$ cat config.mk
export PLATFORM = sky130hd
export DESIGN_NAME = flap_ctrl_sched_flat
export DESIGN_NICKNAME = d
export VERILOG_FILES = /design/src/rtl/flap_ctrl_sched_if.sv /design/src/rtl/flap_ctrl_sched.sv /design/src/flat_wrapper.sv
export SDC_FILE = /design/constraint.sdc
export NUM_CORES = 1
export LEC_CHECK = 0
export BUFFER_PORTS_ARGS = -buffer_cell sky130_fd_sc_hd__buf_2
export CELL_PAD_IN_SITES_DETAIL_PLACEMENT = 0
export CELL_PAD_IN_SITES_GLOBAL_PLACEMENT = 1
export CORE_ASPECT_RATIO = 1.25
export CORE_MARGIN = 10
export CORE_UTILIZATION = 44
export CTS_CLUSTER_DIAMETER = 50
export CTS_CLUSTER_SIZE = 12
export DETAILED_ROUTE_END_ITERATION = 8
export GPL_TIMING_DRIVEN = 1
export PLACE_DENSITY = 0.86
export SLEW_MARGIN = 30
export SYNTH_ARGS = -nofsm -noshare
export SYNTH_HDL_FRONTEND = slang
export SYNTH_SLANG_ARGS = --single-unit
$ cat constraint.sdc
create_clock -name vga_clk -period 2.47 [get_ports vga_clk]
set_input_delay 0.494 -clock vga_clk [delete_from_list [all_inputs] [get_ports vga_clk]]
set_output_delay 0.494 -clock vga_clk [all_outputs]
set_load 0.005 [all_outputs]
$ cat src/rtl/flap_ctrl_sched_if.sv
// Signal bundle between the debounce/camera front end, the flap scheduler and
// the VGA picture logic.
interface flap_ctrl_sched_if;
    // Handshake: flap_req rises when a flap is accepted and holds until
    // flap_ack is sampled high on a clock edge. It then drops on the next cycle
    // unless a new flap is accepted on that same edge. An ack while flap_req is
    // low has no effect.
    logic       vsync;
    logic       btn_flap;
    logic       cam_valid;
    logic [9:0] cam_y;
    logic [1:0] mode_sel;
    logic       flap_ack;
    logic       flap_req;
    logic       src_cam;
    logic [1:0] src_state;
    logic [7:0] drop_cnt;

    modport slave (
        input  vsync, btn_flap, cam_valid, cam_y, mode_sel, flap_ack,
        output flap_req, src_cam, src_state, drop_cnt
    );

    modport master (
        output vsync, btn_flap, cam_valid, cam_y, mode_sel, flap_ack,
        input  flap_req, src_cam, src_state, drop_cnt
    );
endinterface

$ cat src/rtl/flap_ctrl_sched.sv
// Chooses the button or the hand-tracking camera as the flap source once per
// frame, and issues rate-limited flap requests over a req/ack handshake.
module flap_ctrl_sched #(
    parameter int Y_TH        = 240,
    parameter int HYST        = 16,
    parameter int LOST_FRAMES = 8,
    parameter int ACQ_FRAMES  = 4,
    parameter int FLAP_GAP    = 3
) (
    input logic              vga_clk,
    input logic              sys_rst,
    flap_ctrl_sched_if.slave bus
);
    localparam logic [1:0]  ST_BTN    = 2'b00;
    localparam logic [1:0]  ST_ACQ    = 2'b01;
    localparam logic [1:0]  ST_CAM    = 2'b10;
    localparam logic [7:0]  ACQ_LAST  = 8'(ACQ_FRAMES - 2);
    localparam logic [7:0]  LOST_LAST = 8'(LOST_FRAMES - 1);
    localparam logic [7:0]  GAP_LOAD  = 8'(FLAP_GAP);
    localparam logic [10:0] Y_ARM     = 11'(Y_TH + HYST);
    localparam logic [10:0] Y_FIRE    = 11'(Y_TH);

    logic       vsync_q, tick_q, btn_q, edge_q;
    logic [1:0] mode_q, mode_now;
    logic [1:0] state_q, state_d;
    logic [7:0] acq_q, acq_d, lost_q, lost_d;
    logic [9:0] prev_y_q, prev_y_d;
    logic       prev_vld_q, prev_vld_d;
    logic [7:0] gap_q, gap_d, drop_q, drop_d;
    logic       req_q, req_d;
    logic       cam_sample, cam_ev, btn_ev, accept;

    // The mode being registered on a tick already governs that tick.
    assign mode_now = tick_q ? bus.mode_sel : mode_q;

    always_comb begin
        state_d = state_q;
        acq_d   = acq_q;
        lost_d  = lost_q;
        if (tick_q) begin
            case (state_q)
                ST_BTN: begin
                    if (!mode_now[0] && bus.cam_valid) state_d = ST_ACQ;
                end
                ST_ACQ: begin
                    // The tick that entered this state is the first valid frame.
                    if (mode_now[0] || !bus.cam_valid) state_d = ST_BTN;
                    else if (acq_q >= ACQ_LAST)        state_d = ST_CAM;
                    else                               acq_d   = acq_q + 8'd1;
                end
                ST_CAM: begin
                    if (mode_now[0])              state_d = ST_BTN;
                    else if (bus.cam_valid)       lost_d  = 8'd0;
                    else if (lost_q >= LOST_LAST) state_d = ST_BTN;
                    else                          lost_d  = lost_q + 8'd1;
                end
                default: state_d = ST_BTN;
            endcase
        end
        if (state_d != state_q) begin
            acq_d  = 8'd0;
            lost_d = 8'd0;
        end
    end

    assign cam_sample = tick_q && (state_q == ST_CAM) && bus.cam_valid && !mode_now[0];
    assign cam_ev     = cam_sample && prev_vld_q && ({1'b0, prev_y_q} >= Y_ARM)
                        && ({1'b0, bus.cam_y} < Y_FIRE);
    assign btn_ev     = edge_q && (state_q != ST_CAM) && !mode_now[1];
    assign accept     = (btn_ev || cam_ev) && (gap_q == 8'd0) && (!req_q || bus.flap_ack);

    always_comb begin
        prev_y_d   = prev_y_q;
        prev_vld_d = prev_vld_q;
        if (state_d != state_q) begin
            prev_vld_d = 1'b0;
        end else if (cam_sample) begin
            prev_y_d   = bus.cam_y;
            prev_vld_d = 1'b1;
        end

        req_d  = req_q;
        gap_d  = gap_q;
        drop_d = drop_q;
        if (accept) begin
            req_d = 1'b1;
            gap_d = GAP_LOAD;
        end else begin
            if (bus.flap_ack) req_d = 1'b0;
            if (tick_q && gap_q != 8'd0) gap_d = gap_q - 8'd1;
            if ((btn_ev || cam_ev) && drop_q != 8'hFF) drop_d = drop_q + 8'd1;
        end
    end

    always_ff @(posedge vga_clk or posedge sys_rst) begin
        if (sys_rst) begin
            vsync_q    <= 1'b1;
            tick_q     <= 1'b0;
            btn_q      <= 1'b0;
            edge_q     <= 1'b0;
            mode_q     <= 2'b00;
            state_q    <= ST_BTN;
            acq_q      <= 8'd0;
            lost_q     <= 8'd0;
            prev_y_q   <= 10'd0;
            prev_vld_q <= 1'b0;
            gap_q      <= 8'd0;
            drop_q     <= 8'd0;
            req_q      <= 1'b0;
        end else begin
            vsync_q    <= bus.vsync;
            tick_q     <= vsync_q && !bus.vsync;
            btn_q      <= bus.btn_flap;
            edge_q     <= bus.btn_flap && !btn_q;
            if (tick_q) mode_q <= bus.mode_sel;
            state_q    <= state_d;
            acq_q      <= acq_d;
            lost_q     <= lost_d;
            prev_y_q   <= prev_y_d;
            prev_vld_q <= prev_vld_d;
            gap_q      <= gap_d;
            drop_q     <= drop_d;
            req_q      <= req_d;
        end
    end

    assign bus.flap_req  = req_q;
    assign bus.src_cam   = (state_q == ST_CAM);
    assign bus.src_state = state_q;
    assign bus.drop_cnt  = drop_q;
endmodule

$ cat src/flat_wrapper.sv
// flat-port wrapper written by rule: the top's interface ports become plain ports
module flap_ctrl_sched_flat 
#(
    parameter int Y_TH        = 240,
    parameter int HYST        = 16,
    parameter int LOST_FRAMES = 8,
    parameter int ACQ_FRAMES  = 4,
    parameter int FLAP_GAP    = 3
)
  (vga_clk, sys_rst, bus_vsync, bus_btn_flap, bus_cam_valid, bus_cam_y, bus_mode_sel, bus_flap_ack, bus_flap_req, bus_src_cam, bus_src_state, bus_drop_cnt);
  flap_ctrl_sched_if bus_i ();
  input logic vga_clk;
  input logic sys_rst;
  input wire logic [$bits(bus_i.vsync)-1:0] bus_vsync;
  input wire logic [$bits(bus_i.btn_flap)-1:0] bus_btn_flap;
  input wire logic [$bits(bus_i.cam_valid)-1:0] bus_cam_valid;
  input wire logic [$bits(bus_i.cam_y)-1:0] bus_cam_y;
  input wire logic [$bits(bus_i.mode_sel)-1:0] bus_mode_sel;
  input wire logic [$bits(bus_i.flap_ack)-1:0] bus_flap_ack;
  output wire logic [$bits(bus_i.flap_req)-1:0] bus_flap_req;
  output wire logic [$bits(bus_i.src_cam)-1:0] bus_src_cam;
  output wire logic [$bits(bus_i.src_state)-1:0] bus_src_state;
  output wire logic [$bits(bus_i.drop_cnt)-1:0] bus_drop_cnt;
  assign bus_i.vsync = bus_vsync;
  assign bus_i.btn_flap = bus_btn_flap;
  assign bus_i.cam_valid = bus_cam_valid;
  assign bus_i.cam_y = bus_cam_y;
  assign bus_i.mode_sel = bus_mode_sel;
  assign bus_i.flap_ack = bus_flap_ack;
  assign bus_flap_req = bus_i.flap_req;
  assign bus_src_cam = bus_i.src_cam;
  assign bus_src_state = bus_i.src_state;
  assign bus_drop_cnt = bus_i.drop_cnt;
  flap_ctrl_sched #(.Y_TH(Y_TH), .HYST(HYST), .LOST_FRAMES(LOST_FRAMES), .ACQ_FRAMES(ACQ_FRAMES), .FLAP_GAP(FLAP_GAP)) u_core (.vga_clk(vga_clk), .sys_rst(sys_rst), .bus(bus_i));
endmodule
==> impl.org, run 1 <==
** Job
- Maxcap violations :: 0

** Global route
- Wire length of the first global-routing pass :: about 6500 microns
- Summed over all layers, the global routing overflow is 0.
- The initial antenna violation count came to 0.
- The via count of the first global-routing pass was between 1000 and 1500.
- Total global-route track usage :: 0.105
- Entering global routing, the biggest net connects 44 pins.

** Layout
- Share of the core filled with cells in the final layout :: 0.519
- The number of antenna diodes in the final layout is 0.
- Share of cells above drive strength 1 :: 0.241
- The area growth from synthesis to layout is 13.9%.
- Number of nets at the end of the flow :: approximately 230

** CTS
- The clock reaches the later pin of the worst-skew pair after ~290 ps.
- Clock tree from TritonCTS :: built
- Number of gates resized after CTS :: 0
- The tree is rooted in a sky130_fd_sc_hd__clkbuf_8.
- Clock-pin slew was measured on the worst setup and hold paths at around 70 ps.
- The number of clock buffers added by TritonCTS is 5.
- Setup Fix Bufs, Post-CTS :: 0
- The clock tree synthesis step divided the H-tree into 2 levels.
- The clock passes through at most 2 buffers.
- TritonCTS sink count :: between 40 and 50
- Number of buffers added to fix hold violations after cts :: 0

** Run status
- Result of the run :: complete, no violations

** Logic synthesis
- The share of synthesized area in the top cell type comes to 0.525.
- The number of nets in the synthesized netlist is between 150 and 200.
- Number of enable flip-flop cells after synthesis :: 0
- Synthesized instance count :: between 150 and 200
- After synthesis, the most frequently instantiated cells are sky130_fd_sc_hd__dfrtp_1 (42), sky130_fd_sc_hd__xnor2_1 (14), sky130_fd_sc_hd__and2_1 (10), sky130_fd_sc_hd__nor2_1 (9), sky130_fd_sc_hd__nand3_1 (8).
- Synth top area cells :: sky130_fd_sc_hd__dfrtp_1 (53%), sky130_fd_sc_hd__xnor2_1 (6.1%), sky130_fd_sc_hd__and2_1 (3.1%)
- Area share of fa/ha/maj cells after synthesis :: 0.0313
- The compound-gate portion of the synthesized area was 0.0750.
- A synthesized cell averages approximately 12 sq um.
- The synthesized netlist occupies a cell area of ~2000 sq um.
- The netlist uses 44 different library cells.
- Share of cell area taken by muxes after synthesis :: 0.0350
- Xor-xnor portion of the synthesized cell area :: 0.0656
- Combinational family with the most area after synthesis :: simple AND/OR/NAND/NOR gates
- The largest total area in the synthesized netlist belongs to sky130_fd_sc_hd__dfrtp_1.
- Fraction of synthesis flops using an asynchronous set or reset pin :: 1.00
- For this run, the leading register cell type out of synthesis is sky130_fd_sc_hd__dfrtp_1.
- Sequential fraction of the synthesis area :: 0.538
- Of the total synthesized cell area, the portion taken by AND, OR, NAND and NOR gates is 0.235.
- Seq cells post-synth :: 43
- Yosys printed 0 warnings.
- Leading cell type by number of instances after synthesis :: sky130_fd_sc_hd__dfrtp_1

** Die
- In this run the vertical extent of the chip is between 90 and 100 microns.
- Core box area :: 4390 sq um
- Die width :: between 80 and 90 microns
- # IOs :: 30
- Number of core rows :: 27
- Initial Util :: 0.456
- Die ar. :: 7660 sq um

** Worst setup path
- Kind of launch point of the worst setup path :: register
- In this run the worst setup path terminates at u_core.bus.drop_cnt[1].
- First element of the critical path :: u_core.gap_q[0]
- Critical-path maximum fanout :: 5
- Launch point of the worst reg-to-reg path :: u_core.gap_q[0]
- At the worst endpoint, the arrival time is approximately 2300 ps.
- The worst setup path is captured at a register.
- The endpoint identified for the worst register-to-register timing path is u_core.bus.drop_cnt[1].
- Measured in cells, the most critical reg-to-reg path has a length of 7.
- Data required time at the worst endpoint :: between 2000 and 3000 ps
- Worst reg-to-reg setup slack :: around 360 ps
- Critical path class :: register to register

** Detailed routing
- Drc violations :: 0
- Once detail routing completed, the nets flagged for antenna violations numbered 0.
- Per-cell routed wire length :: between 10 and 15 microns
- Total wirelength of the detailed-routed design :: 3620 microns
- For this run, the detailed router's first-pass iteration total came to 4.
- Average via count per standard cell :: ~5.2
- Detailed-route via count :: between 1000 and 1500
- The first routing iteration left 42 violations.

** Hold path
- Class of the tightest hold or removal check :: primary input to register
- Worst Hold Launch :: bus_vsync

** STA
- Measured against its own limit, the worst slew margin works out to 0.600.
- Setup repair after global routing left no endpoint under its margin.
- Minimum clock period :: roughly 2100 ps
- Worst Setup Slack, final :: 359 ps
- For the pin with the worst max-slew slack, the measured transition is between 500 and 600 ps.
- Final setup violation count :: 0
- Fmax :: 474 MHz
- Period utilization :: 0.854
- The number of endpoints with negative hold slack in the final report was 0.
- Between clock sinks in the finished design, the worst skew comes to just under 9 ps.
- The number of max-slew violations in the final report came to 0.
- Aggregate negative setup slack :: 0 ps

** Placed design
- Number of buffers inserted by port buffering :: 25
- Detailed-placement wirelength estimate :: 2710 microns
- The congestion estimate from routability-driven global placement came to between 0.7 and 0.8.
- Before CTS, the worst setup slack after placement is 371 ps.

** Power and ir drop
- Worst vdd rail ir drop :: between 0.5 and 0.6 mV
- Summed over all cells, the static leakage comes to 1.08 nW.
- Power spread over the standard cell area amounts to 774 nW/um^2.
## flip-flops by register name (all words and copies together), names as in the netlist
| signal | count |
|---|---|
| u_core.acq_q | 8 |
| u_core.btn_q | 1 |
| u_core.bus.drop_cnt | 8 |
| u_core.bus.flap_req | 1 |
| u_core.bus.src_state | 2 |
| u_core.edge_q | 1 |
| u_core.gap_q | 8 |
| u_core.lost_q | 8 |
| u_core.mode_q | 1 |
| u_core.prev_vld_q | 1 |
| u_core.prev_y_q | 2 |
| u_core.tick_q | 1 |
| u_core.vsync_q | 1 |
## area by class of cell
type,instances,area [sq um]
Multi-Input combinational cell,120,885
Clock inverter,1,5.00
Fill cell,423,2110
Inverter,6,22.5
Timing Repair Buffer,26,133
Sequential cell,43,1080
Clock buffer,7,86.3
Tap cell,58,72.6
## layout by cell type (no fill, tap or decap), types with 5 or more instances in the layout
cell,n
sky130_fd_sc_hd__dfrtp_1,42
sky130_fd_sc_hd__and2_1,10
sky130_fd_sc_hd__nor3_1,6
sky130_fd_sc_hd__nor2_1,9
sky130_fd_sc_hd__nor2b_1,7
sky130_fd_sc_hd__ha_1,5
sky130_fd_sc_hd__nand2_1,7
sky130_fd_sc_hd__clkbuf_8,6
sky130_fd_sc_hd__inv_1,6
sky130_fd_sc_hd__xnor2_1,14
sky130_fd_sc_hd__nand3_1,8
sky130_fd_sc_hd__buf_2,25
sky130_fd_sc_hd__nand4_1,5
## metrics by stage
step	power (mW)	instance area [sq um]	std cells	hold WS, ps
2_1_floorplan	1.21	2000	172	378
3_3_place_gp	1.33	2190	253	391
3_5_place_dp	1.34	2190	253	397
4_1_cts	1.79	2280	261	303
5_1_grt	1.89	2280	261	295
6_report	1.77	2280	261	314
## kinds of logic after synthesis
group           after synthesis
compound gates               19
xor+xnor                     15
fa+ha+maj                     5
buf+inv                       9
flops                        43
mux                           6
simple gates                 75
## report_power, final
part / internal (mW) / total, mW / leakage (nW) / switching, mW
clock: 0.225 / 0.446 / 0.0482 / 0.220
combinational: 0.186 / 0.353 / 0.466 / 0.168
sequential: 0.825 / 0.966 / 0.565 / 0.141
## how the worst min path moves through the flow
| stage | end | slack (ps) | cells after the start |
|---|---|---|---|
| detailed placement | u_core.edge_q | 400 | 1 |
| global route | u_core.vsync_q | 290 | 1 |
| global placement | u_core.edge_q | 390 | 1 |
| finish | u_core.vsync_q | 310 | 1 |
| floorplan | u_core.edge_q | 380 | 1 |
| CTS | u_core.vsync_q | 300 | 1 |
## per-layer routing
layer / global-route usage / routed length, microns
met1: 0.125 / 1650
met2: 0.165 / 1710
met3: 0.0461 / 206
met4: 0.0368 / 59
met5: 0 / 0
## critical path, stage by stage (launching register included)
cell                      delay (ps)
sky130_fd_sc_hd__dfrtp_1         420
sky130_fd_sc_hd__inv_1            70
sky130_fd_sc_hd__ha_1            200
sky130_fd_sc_hd__or4b_4          520
sky130_fd_sc_hd__nor3_4          300
sky130_fd_sc_hd__nor2_2          100
sky130_fd_sc_hd__nand2_4          90
sky130_fd_sc_hd__mux2_4          290
Power figures use the tool's default switching activity.
==> run 2, diff against run 1 <==
MAX_ROUTING_LAYER = met4   (was default)
==> run 2 against run 1 <==
  * Sequential power hardly changed
  * Combinational power hardly changed
  * Count of clock-buffer cells in the layout stayed put
  * Wire length hardly changed
  * Worst setup slack hardly changed
  * Clock skew hardly changed
  * Sequential share of layout area stayed put
  * Global-route usage is 0.31 points higher
  * Maximum frequency hardly changed
  * Critical path type unchanged
==> impl.org, run 2 (synthesized netlist as in run 1, its figures left out) <==
** Worst setup path
- The worst setup path is of the register to register kind.
- Tracing the worst setup path back leads to its startpoint at u_core.gap_q[0].
- Crit path cell chain :: inv_1 -> ha_1 -> or4b_4 -> nor3_4 -> nor2_2 -> nand2_4 -> mux2_4
- The arrival time of data at the critical path endpoint was 2280 ps (about the same).
- Critical path buffer and inverter count :: 1 (unchanged)
- STA classifies the critical path startpoint as a register.
- The kind of cell with the highest combined delay along the critical path is simple AND/OR/NAND/NOR gates.
- The largest fanout on the critical path came to 5 (unchanged).
- The worst setup path is captured at a register.
- The startpoint identified for the worst register-to-register timing path is u_core.gap_q[0].
- The biggest cell delay along the critical path is 520 ps (about the same).
- Data required time at the worst endpoint :: 2640 ps (about the same)
- The slowest stage of the critical path belongs to the cell sky130_fd_sc_hd__or4b_4.

** CTS
- The H-tree depth reported by CTS was 2 (unchanged).
- Clock tree from TritonCTS :: built
- The number of CTS-inserted buffers is 5 (unchanged).
- The root buffer cell chosen for the clock tree is sky130_fd_sc_hd__clkbuf_8.
- The clock transition time at the flip-flop clock pins of the worst setup and hold paths came to 70 ps (about the same).
- The hold-fix buffer count after cts is 0 (unchanged).
- CTS max path bufs :: 2 (unchanged)
- The clock sink count is 43 (unchanged).
- Clock insertion delay at the later pin of the skew report :: 290 ps (about the same)
- Number of gates resized after CTS :: 0 (unchanged)
- Setup Fix Bufs, Post-CTS :: 0 (unchanged)

** Hold path
- The worst hold path begins at bus_vsync.
- Class of the tightest hold or removal check :: primary input to register

** Placed design
- The count of buffers inserted at the top-level ports was 25 (unchanged).
- The half-perimeter wire length of the detailed placement result is 2710 microns (unchanged).
- The global placement routability congestion came to 0.748 (+1.2%).

** Detailed routing
- The mean number of vias per cell came to 5.16 (unchanged).
- The first-pass iteration count of the detailed router came to 4 (unchanged).
- The count of antenna-violating nets left after detailed routing was 0 (unchanged).
- The detailed-route via count was 1347 (unchanged).
- Iteration-0 DRC count of the detailed router :: 42 (unchanged)
- The sum of routed wire length over all layers is 3620 microns (about the same).
- The number of remaining DRC errors is 0 (unchanged).
- Per-cell routed wire length :: 13.9 microns (about the same)

** Run status
- Result of the run :: complete, no violations

** Layout
- Antenna cell count :: 0 (unchanged)
- The utilization after layout was 0.519 (unchanged).
- Share of cells above drive strength 1 :: 0.241 (unchanged)
- The net count of the finished layout was 225 (unchanged).
- The library cell used most frequently in the layout, excluding fill and tap cells, is sky130_fd_sc_hd__dfrtp_1.
- Commonest cells after routing, fill and taps aside :: sky130_fd_sc_hd__dfrtp_1 (42), sky130_fd_sc_hd__buf_2 (25), sky130_fd_sc_hd__xnor2_1 (14)
- Area overhead of the layout relative to synthesis :: 13.9% (unchanged)
- The number of inserted filler cells in the final layout is 423 (unchanged).

** Global route
- The overflow left after global routing is 0 (unchanged).
- The via count of the first global-routing pass was 1434 (unchanged).
- The overall track demand over capacity in global routing came to 0.108 (+0.00315).
- Initial antenna violation count :: 0 (unchanged)
- The maximum number of pins on one net before global-route repair is 44 (unchanged).
- Wire length of the first global-routing pass :: 6450 microns (unchanged)

** Die
- The width of the die was 80.3 microns (unchanged).
- Die ar. :: 7660 sq um (unchanged)
- # IOs :: 30 (unchanged)
- The core region area came to 4390 sq um (unchanged).
- The y dimension of the die is 95.4 microns (unchanged).
- The initial cell density of the core is 0.456 (unchanged).
- Number of core rows :: 27 (unchanged)

** STA
- The headroom to the max-slew limit was 0.600 (unchanged).
- Worst-case clock skew :: 8.92 ps (-0.00650 ps)
- Final setup violation count :: 0 (unchanged)
- The number of max-slew violations in the final report is 0 (unchanged).
- Aggregate negative setup slack :: 0 ps (unchanged)
- The fmax was 474 MHz (about the same).
- Transition time at the pin with the least slew margin :: 600 ps (unchanged)
- The final period demand of the worst path was 2110 ps (+0.00100 ps).
- RSZ-0062 raised after global routing :: no
- The part of the cycle the worst path needs was 0.854 (about the same).
- Endpoints failing hold :: 0 (unchanged)
- Worst slack on hold paths :: 313 ps (-0.0850 ps)

** Power and ir drop
- The ratio of total power to cell area was 774 nW/um^2 (about the same).
- Static leakage :: 1.08 nW (unchanged)
- The largest vdd supply drop was 0.505 mV (about the same).

** Job
- The count of max-cap constraint violations was 0 (unchanged).
## run 2: where the power goes
part,internal [mW],switching (mW),total [mW]
Clock,0.225,0.220,0.446
Combinational,0.186,0.167,0.353
Sequential,0.825,0.141,0.966
Total,1.24,0.529,1.76
## run 2: worst register-to-register path, delay by kind of cell, from the launching register on
kind                       cells  cell delay (ps)
and+or+nand+nor                4             1010
buffers and inverters          1               80
muxes                          1              290
DFF                            1              420
adders and majority gates      1              200
## run 2: final cells by class
type | count | area, sq um | area share
clock buffer | 7 | 86.3 | 0.0378
clock inverter | 1 | 5.00 | 0.00219
inverter | 6 | 22.5 | 0.00987
multi-input combinational | 120 | 885 | 0.388
sequential | 43 | 1080 | 0.472
tap | 58 | 72.6 | 0.0318
timing repair buffer | 26 | 133 | 0.0581
## run 2: through the flow
stage          setup WS, ps  cells  cell area (sq um)  total power [mW]
2_1_floorplan           505    172               2000              1.21
3_3_place_gp            407    253               2190              1.33
3_5_place_dp            371    253               2190              1.34
4_1_cts                 356    261               2280              1.79
5_1_grt                 239    261               2280              1.89
6_report                359    261               2280              1.76
## run 2: final timing paths
kind / endpoint / slack (ps) / cells after the start
max: u_core.bus.drop_cnt[1] / 360 / 7
min: u_core.vsync_q / 310 / 1
max reg2reg: u_core.bus.drop_cnt[1] / 360 / 7
min reg2reg: u_core.edge_q / 400 / 1
max in group asynchronous: u_core.vsync_q / 1780 / 3
min in group asynchronous: u_core.acq_q[0] / 320 / 3
## run 2: routing by layer
layer | share of wire | track usage | routed length (microns)
met3 | 0.042 | 0.0386 | 151
met2 | 0.47 | 0.165 | 1710
met4 | 0.016 | 0.0368 | 59
met5 | 0 | - | 0
met1 | 0.47 | 0.129 | 1710
